## config.mk

```make
export PLATFORM = sky130hd
export DESIGN_NAME = mips_regfile_write_arbiter
export DESIGN_NICKNAME = d
export VERILOG_FILES = /design/src/rtl/mips_regfile_write_arbiter_pkg.sv /design/src/rtl/mips_regfile_write_fifo.sv /design/src/rtl/mips_regfile_write_arbiter.sv
export SDC_FILE = /design/constraint.sdc
export NUM_CORES = 1
export LEC_CHECK = 0
export CAP_MARGIN = 20
export CORE_ASPECT_RATIO = 0.6
export CORE_MARGIN = 2
export CORE_UTILIZATION = 45
export DETAILED_ROUTE_END_ITERATION = 10
export GPL_TIMING_DRIVEN = 0
export PLACE_DENSITY = 0.78
export SLEW_MARGIN = 0
export SYNTH_ARGS = -nofsm -noshare
export SYNTH_HDL_FRONTEND = slang
export SYNTH_SLANG_ARGS = --single-unit
```

## constraint.sdc

```tcl
create_clock -name clk -period 3 [get_ports clk]
set_input_delay 0.6 -clock clk [delete_from_list [all_inputs] [get_ports clk]]
set_output_delay 0.6 -clock clk [all_outputs]
set_load 0.02 [all_outputs]
```

## src/rtl/mips_regfile_write_arbiter_pkg.sv

```systemverilog
// Purpose : shared types for the register-file write-port arbiter (register address,
//           data word, buffered long-latency result record) plus small helpers.
// Latency : n/a (types and pure functions only).
// Backpressure: n/a.
package mips_regfile_write_arbiter_pkg;

  localparam int REG_ADDR_W = 5;
  localparam int WORD_W     = 32;

  typedef logic [REG_ADDR_W-1:0] reg_addr_t;
  typedef logic [WORD_W-1:0]     word_t;

  // One buffered long-latency result: destination register plus value.
  typedef struct packed {
    reg_addr_t addr;
    word_t     data;
  } aux_write_t;

  function automatic aux_write_t aux_pack(input reg_addr_t addr, input word_t data);
    aux_write_t w;
    w.addr = addr;
    w.data = data;
    return w;
  endfunction

  function automatic reg_addr_t aux_unpack_addr(input aux_write_t w);
    return w.addr;
  endfunction

  function automatic word_t aux_unpack_data(input aux_write_t w);
    return w.data;
  endfunction

  // One-hot register mask; register 0 is hard-wired zero so it never gets a bit.
  function automatic logic [31:0] reg_onehot(input reg_addr_t a);
    logic [31:0] m;
    m = '0;
    if (a != '0) m[a] = 1'b1;
    return m;
  endfunction

endpackage

```

## src/rtl/mips_regfile_write_fifo.sv

```systemverilog
// Purpose : small result FIFO holding long-latency writes until the register-file
//           port is free. Ports: clk/rst, push+push_data, pop, head, full, empty.
// Latency : a pushed entry is visible at head the cycle after the push edge.
// Backpressure: push is ignored while full, pop is ignored while empty.
module mips_regfile_write_fifo
  import mips_regfile_write_arbiter_pkg::*;
#(
  parameter int DEPTH = 4
) (
  input  logic       clk,
  input  logic       rst,
  input  logic       push,
  input  aux_write_t push_data,
  input  logic       pop,
  output aux_write_t head,
  output logic       full,
  output logic       empty
);

  localparam int PTR_W = $clog2(DEPTH);

  aux_write_t       mem [DEPTH];
  logic [PTR_W-1:0] wr_ptr;
  logic [PTR_W-1:0] rd_ptr;
  // One bit wider than the pointers so that full and empty are distinguishable.
  logic [PTR_W:0]   count;
  logic             do_push;
  logic             do_pop;

  assign full    = (count == (PTR_W+1)'(DEPTH));
  assign empty   = (count == '0);
  assign do_push = push & ~full;
  assign do_pop  = pop & ~empty;
  assign head    = mem[rd_ptr];

  // Storage carries no reset: an entry is only observable once count covers it.
  always_ff @(posedge clk) begin
    if (do_push) mem[wr_ptr] <= push_data;
  end

  always_ff @(posedge clk) begin
    if (rst) begin
      wr_ptr <= '0;
      rd_ptr <= '0;
      count  <= '0;
    end else begin
      if (do_push) wr_ptr <= wr_ptr + PTR_W'(1);
      if (do_pop)  rd_ptr <= rd_ptr + PTR_W'(1);
      case ({do_push, do_pop})
        2'b10:   count <= count + (PTR_W+1)'(1);
        2'b01:   count <= count - (PTR_W+1)'(1);
        default: count <= count;
      endcase
    end
  end

endmodule

```

## src/rtl/mips_regfile_write_arbiter.sv

```systemverilog
// Purpose : owns the single register-file write port, sharing it between pipeline
//           writeback (always wins) and buffered long-latency results; keeps a pending
//           scoreboard and raises the ID hazard stall.
// Latency : pipeline writeback passes through combinationally; a long-latency result
//           pushed at edge N is written no earlier than cycle N+1.
// Backpressure: aux_ready drops when the FIFO is full; hold_pipe asks for a writeback
//           bubble once the FIFO head has waited STARVE_LIMIT cycles.
// Ports:
//   clk, rst                          clock, synchronous active-high reset
//   wb_en, wb_addr, wb_data           pipeline writeback request
//   aux_issue, aux_issue_adr          long-latency op issued, its destination
//   aux_valid, aux_ready, aux_addr, aux_data   long-latency result handshake
//   id_rs, id_rt, id_dst, id_dst_en   register usage of the instruction in ID
//   haz_stall, hold_pipe              stall ID / request writeback bubble
//   wr_enable, wr_addr, wr_data       register-file write port
//   pend_mask                         pending-write scoreboard
module mips_regfile_write_arbiter
  import mips_regfile_write_arbiter_pkg::*;
#(
  parameter int DEPTH        = 4,
  parameter int STARVE_LIMIT = 8
) (
  input  logic        clk,
  input  logic        rst,
  input  logic        wb_en,
  input  logic [4:0]  wb_addr,
  input  logic [31:0] wb_data,
  input  logic        aux_issue,
  input  logic [4:0]  aux_issue_adr,
  input  logic        aux_valid,
  output logic        aux_ready,
  input  logic [4:0]  aux_addr,
  input  logic [31:0] aux_data,
  input  logic [4:0]  id_rs,
  input  logic [4:0]  id_rt,
  input  logic [4:0]  id_dst,
  input  logic        id_dst_en,
  output logic        haz_stall,
  output logic        hold_pipe,
  output logic        wr_enable,
  output logic [4:0]  wr_addr,
  output logic [31:0] wr_data,
  output logic [31:0] pend_mask
);

  localparam int STARVE_W = $clog2(STARVE_LIMIT + 1);
  localparam logic [STARVE_W-1:0] STARVE_MAX = STARVE_W'(STARVE_LIMIT);

  aux_write_t          fifo_head;
  logic                fifo_full;
  logic                fifo_empty;
  logic                push;
  logic                pop;
  logic [31:0]         pend_q;
  logic [31:0]         set_vec;
  logic [31:0]         clr_vec;
  logic [31:0]         live_mask;
  logic [STARVE_W-1:0] starve_cnt;

  // ---------------------------------------------------------------------------
  // Result FIFO
  // ---------------------------------------------------------------------------
  assign aux_ready = ~rst & ~fifo_full;
  assign push      = aux_valid & aux_ready;
  // The head drains only in cycles the pipeline leaves the port free.
  assign pop       = ~rst & ~wb_en & ~fifo_empty;

  mips_regfile_write_fifo #(
    .DEPTH (DEPTH)
  ) u_fifo (
    .clk       (clk),
    .rst       (rst),
    .push      (push),
    .push_data (aux_pack(aux_addr, aux_data)),
    .pop       (pop),
    .head      (fifo_head),
    .full      (fifo_full),
    .empty     (fifo_empty)
  );

  // ---------------------------------------------------------------------------
  // Write-port mux
  // ---------------------------------------------------------------------------
  always_comb begin
    wr_enable = 1'b0;
    wr_addr   = '0;
    wr_data   = '0;
    if (!rst) begin
      if (wb_en) begin
        wr_enable = 1'b1;
        wr_addr   = wb_addr;
        wr_data   = wb_data;
      end else if (!fifo_empty) begin
        // A result aimed at r0 is still popped, just never written.
        wr_enable = (aux_unpack_addr(fifo_head) != '0);
        wr_addr   = aux_unpack_addr(fifo_head);
        wr_data   = aux_unpack_data(fifo_head);
      end
    end
  end

  // ---------------------------------------------------------------------------
  // Pending scoreboard
  // ---------------------------------------------------------------------------
  assign set_vec = aux_issue ? reg_onehot(aux_issue_adr) : '0;
  assign clr_vec = pop ? reg_onehot(aux_unpack_addr(fifo_head)) : '0;

  // Clear first, then set, so a new issue to the register being retired survives.
  always_ff @(posedge clk) begin
    if (rst) begin
      pend_q <= '0;
    end else begin
      pend_q <= ((pend_q & ~clr_vec) | set_vec) & ~32'h1;
    end
  end

  assign pend_mask = pend_q;

  // An issue in this very cycle has not reached pend_q yet, so fold it in here.
  // Bit 0 is zero in both terms, so r0 never stalls.
  assign live_mask = pend_q | set_vec;
  assign haz_stall = ~rst & (live_mask[id_rs] | live_mask[id_rt] |
                             (id_dst_en & live_mask[id_dst]));

  // ---------------------------------------------------------------------------
  // Starvation counter: counts cycles the head is blocked by writeback.
  // Saturates at the limit so a very long writeback burst cannot wrap it.
  // ---------------------------------------------------------------------------
  always_ff @(posedge clk) begin
    if (rst) begin
      starve_cnt <= '0;
    end else if (pop || fifo_empty) begin
      starve_cnt <= '0;
    end else if (wb_en && (starve_cnt < STARVE_MAX)) begin
      starve_cnt <= starve_cnt + STARVE_W'(1);
    end
  end

  assign hold_pipe = ~rst & (starve_cnt >= STARVE_MAX);

  // The stall should keep the pipeline from ever writing a register that still has a
  // long-latency result in flight; if it does, the late result would clobber it.
  always_ff @(posedge clk) begin
    if (!rst && wb_en) begin
      assert (!pend_q[wb_addr]);
    end
  end

endmodule

```

==> run_results.csv <==
group,metric,value,unit
run_status,run_status,"complete, but fails checks",
run_status,violations,"negative setup slack",
worst_setup_path,timing.critical_path.slowest_cell_delay,0.48,ns
detailed_routing,detail-route-antenna-nets,0,
logic_synthesis,synth.top_cells.by_count,"148 x sky130_fd_sc_hd__edfxtp_1, 70 x sky130_fd_sc_hd__a21oi_1, 52 x sky130_fd_sc_hd__nand2_1, 44 x sky130_fd_sc_hd__dfxtp_1, 41 x sky130_fd_sc_hd__mux4_2",
logic_synthesis,post-synth-top-area-fraction,50.63,%
sta,setup_tns,-0.6223,ns
worst_setup_path,reg2reg_setup_slack,0.66,ns
logic_synthesis,number_of_synthesized_flops_with_an_enable_pin,148,
sta,finalSetupViolCount,6,
logic_synthesis,synth.net_count,765,
sta,fin_ws,-0.3007,ns
job,max_cap_viol_count,0,
logic_synthesis,post-synth-top-count-cell,"sky130_fd_sc_hd__edfxtp_1",
power,fin_total_pwr,0.006195,W
clock_network,h-tree-depth,4,
finish,layout-drive-gt1-share,24.52,%
finish,filler_cell_count,1421,
worst_setup_path,cp_data_arrival_time,2.70,ns
place,post-place-cells,1094,
sta,timing_hold_violations_final,0,
worst_setup_path,start_to_end_type_of_the_worst_setup_path,"input pin to primary output",
clock_network,cts_tree,"built",
worst_setup_path,cp_slowest_cell,"sky130_fd_sc_hd__clkdlybuf4s50_1",
sta,fin_worst_skew,0.008770,ns
sta,final.period_utilization,110.0,%
worst_setup_path,r2r_cell_count,9,
logic_synthesis,synth.lib_cells_used.distinct,52,
clock_network,clock_latency,0.42,ns
clock_network,numCtsBuffers,17,
clock_network,clk_path_buf_depth,2,
grt,grt_first_pass_wirelength,37.38,mm
worst_setup_path,worst_path_most_repeated_cell,"sky130_fd_sc_hd__buf_4",
place,place_congestion,1.005,
power,p_per_area,508.0,nW/um^2
clock_network,worst_path_clk_slew,0.07,ns
logic_synthesis,synth.area.top_cells,"sky130_fd_sc_hd__edfxtp_1 51%, sky130_fd_sc_hd__mux4_2 11%, sky130_fd_sc_hd__dfxtp_1 10%",
floorplanning,dieHeight,112.2,um
finish,nets,980,
floorplanning,fp-row-count,39,
logic_synthesis,synth_flop_cell,"sky130_fd_sc_hd__edfxtp_1",
sta,final.min_clock_period,3.301,ns
worst_setup_path,worstPathMaxFanout,10,
finish,antenna_cells_inserted,0,
floorplanning,coreArea,19080,um^2
logic_synthesis,largest_area_contributor_in_the_netlist,"sky130_fd_sc_hd__edfxtp_1",
power,p_leak,4.168,nW
grt,groute.usage.overall,24.23,%
sta,worst-slew-pin-transition,0.7121,ns
logic_synthesis,synth.yosys.warnings,0,
worst_setup_path,cp-startpoint,"id_rt[2]",
detailed_routing,routed_wl,24.83,mm
worst_setup_path,crit_path_end_kind,"primary output",
sta,max_freq,303.0,MHz
logic_synthesis,async_flop_share,0,%
detailed_routing,detailedRoute.firstIterationViolations,888,
detailed_routing,detail_route.wl_per_cell,21.57,um
hold_path,whs_endpoint,"pend_mask[25]",
logic_synthesis,synth.yosys.seq_area_share,60.66,%
logic_synthesis,synth_cells,657,
grt,grt_overflow,0,
finish,final_cells,1151,
clock_network,numClockSinks,192,
detailed_routing,drt-vias-per-instance,5.924,
sta,rsz_0062_raised_after_global_routing,"yes",
hold_path,hold_path_class,"flip-flop to flip-flop",
clock_network,holdBufCountCts,0,
detailed_routing,route.vias.total,6818,
worst_setup_path,kind_of_start_point_of_the_critical_path,"input pin",
place,hpwl,17.40,mm
place,port_buffers,167,
logic_synthesis,ys_ff_latch,192,
place,dpl-instance-area,10890,um^2
detailed_routing,detailedRoute.firstPassIterationCount,6,
floorplanning,num_io_pins,173,
finish,final_area,12200,um^2
worst_setup_path,cp_cell_sequence,"clkdlybuf4s50_1 > buf_4 > clkinvlp_4 > a31oi_2 > a21oi_2 > nor4b_4 > a2111oi_4 > a41oi_2 > buf_4",
floorplanning,start_util,46.01,%
logic_synthesis,synth.avg_cell_area,13.36,um^2
sta,timing.slew.headroom,52.52,%
worst_setup_path,critical_path_required,2.40,ns
floorplanning,die_width,184.3,um
power,power.ir.vdd_worst,422.9,uV
grt,grt_start_max_net_pins,36,
detailed_routing,route.detailed.drc,0,
hold_path,cell_depth_of_the_worst_hold_path,2,
grt,vias_in_the_first_global_route,6383,
logic_synthesis,summed_instance_area_of_the_synthesized_netlist,8778,um^2
clock_network,root_buffer,"sky130_fd_sc_hd__clkbuf_16",
hold_path,timing.hold.worst.start,"pend_mask[25]",
sta,slew_viol_final,0,
floorplanning,die_area,20680,um^2
grt,grt_antenna_before_repair,1,
worst_setup_path,r2r_end,"pend_mask[22]",
finish,synthToLayoutAreaGrowth,38.94,%
[registers in the layout, summed over array words and instances (netlist names), named ones only]
signal	flops
u_fifo.mem	148
pend_mask	31
starve_cnt	4
u_fifo.count	3
u_fifo.rd_ptr	2
u_fifo.wr_ptr	2
[layout by cell type, fill, tap and decap left out, types with 5 or more instances in the layout]
master                            synthesis  final
sky130_fd_sc_hd__nor2b_1                  7      6
sky130_fd_sc_hd__mux2i_1                  9      9
sky130_fd_sc_hd__nand2_1                 52     52
sky130_fd_sc_hd__clkbuf_1                34      8
sky130_fd_sc_hd__edfxtp_1               148    148
sky130_fd_sc_hd__nor2_1                  27     27
sky130_fd_sc_hd__o21ai_0                 34     33
sky130_fd_sc_hd__buf_4                    1     32
sky130_fd_sc_hd__clkdlybuf4s50_1          0    121
sky130_fd_sc_hd__nand3_1                  6      6
sky130_fd_sc_hd__clkbuf_4                 0      9
sky130_fd_sc_hd__buf_12                   0      6
sky130_fd_sc_hd__a2111oi_2                0      6
sky130_fd_sc_hd__dlygate4sd2_1            0     35
sky130_fd_sc_hd__buf_6                    0      8
sky130_fd_sc_hd__clkbuf_16                0     17
sky130_fd_sc_hd__a21oi_1                 70     54
sky130_fd_sc_hd__inv_1                   14     11
sky130_fd_sc_hd__a21oi_4                  0      5
sky130_fd_sc_hd__a211oi_2                 0      6
sky130_fd_sc_hd__a21oi_2                  0     11
sky130_fd_sc_hd__a22o_1                  37     37
sky130_fd_sc_hd__mux4_2                  41     41
sky130_fd_sc_hd__dfxtp_1                 44     43
sky130_fd_sc_hd__clkbuf_2                 0     10
sky130_fd_sc_hd__a211oi_1                24     18
sky130_fd_sc_hd__ha_1                     7      7
[worst max-delay path by stage]
| stage | endpoint | slack [ns] | cells past startpoint |
|---|---|---|---|
| after floorplan | haz_stall | -0.01 | 8 |
| after global routing | haz_stall | -0.31 | 11 |
| final | haz_stall | -0.30 | 9 |
| after detailed placement | haz_stall | -1.65 | 10 |
| after global placement | haz_stall | -1.65 | 10 |
| after CTS | haz_stall | -0.25 | 9 |
[power by group]
| part | switching, W | leakage (nW) | internal (W) |
|---|---|---|---|
| Sequential | 0.0000291 | 1.70 | 0.00294 |
| Combinational | 0.000492 | 2.17 | 0.000438 |
| Clock | 0.000976 | 0.293 | 0.00132 |
| Total | 0.00150 | 4.17 | 0.00470 |
[per-stage QoR]
stage / hold WS [ns] / util [%] / setup slack (ns)
2_1_floorplan: 0.4554 / - / -0.009672
3_3_place_gp: 0.4734 / 56.56 / -1.652
3_5_place_dp: 0.5011 / 57.09 / -1.647
4_1_cts: 0.5086 / 63.06 / -0.2475
5_1_grt: 0.5303 / 63.93 / -0.3102
6_report: 0.5132 / 63.93 / -0.3007
[cell families (layout without fill, tap and decap cells)]
kind of cell	count (synthesis)	after routing	synth area share, %
AND/OR/NAND/NOR	145	145	8.637
other	1	1	0.04272
buffers and inverters	61	289	2.751
flip-flops	192	192	60.66
XOR/XNOR	7	7	0.6984
AO/OA/AOI/OAI	189	189	13.93
multiplexers	54	54	12.06
adder cells (fa/ha/maj)	8	8	1.226
[what timing repair did]
item / CTS / global route
setup endpoints to repair: 40 / 26
resized for setup: 202 / 40
endpoints found under the hold margin: 0 / 0
buffers inserted: 24 / 4
pin swaps: 19 / 14
[worst max-delay path: cells and delay by family]
kind / cells / cell delay, ns
simple gates: 1 / 0.32
buf+inv: 4 / 1.08
compound gates: 4 / 0.68
[layer usage]
metal | wire (um) | part of all wire, % | track usage, % | up-vias
met5 | 13 | 0.052 | 0 | -
met4 | 197 | 0.79 | 4.533 | 2
met3 | 3014 | 12 | 7.495 | 25
met2 | 10200 | 41 | 32.26 | 439
met1 | 11400 | 46 | 38.82 | 3327
li1 | - | - | - | 3025
[area by class of cell]
| class | instances | area [um^2] | area share, % |
|---|---|---|---|
| sequential | 192 | 5326 | 43.67 |
| inverter | 14 | 56.30 | 0.4616 |
| multi-input combinational | 404 | 3580 | 29.35 |
| clock inverter | 15 | 181.4 | 1.487 |
| tap | 266 | 332.8 | 2.729 |
| clock buffer | 17 | 425.4 | 3.488 |
| timing repair buffer | 199 | 1974 | 16.19 |
| buffer | 44 | 320.3 | 2.626 |
Note: power is estimated with default switching activity, not from simulation.
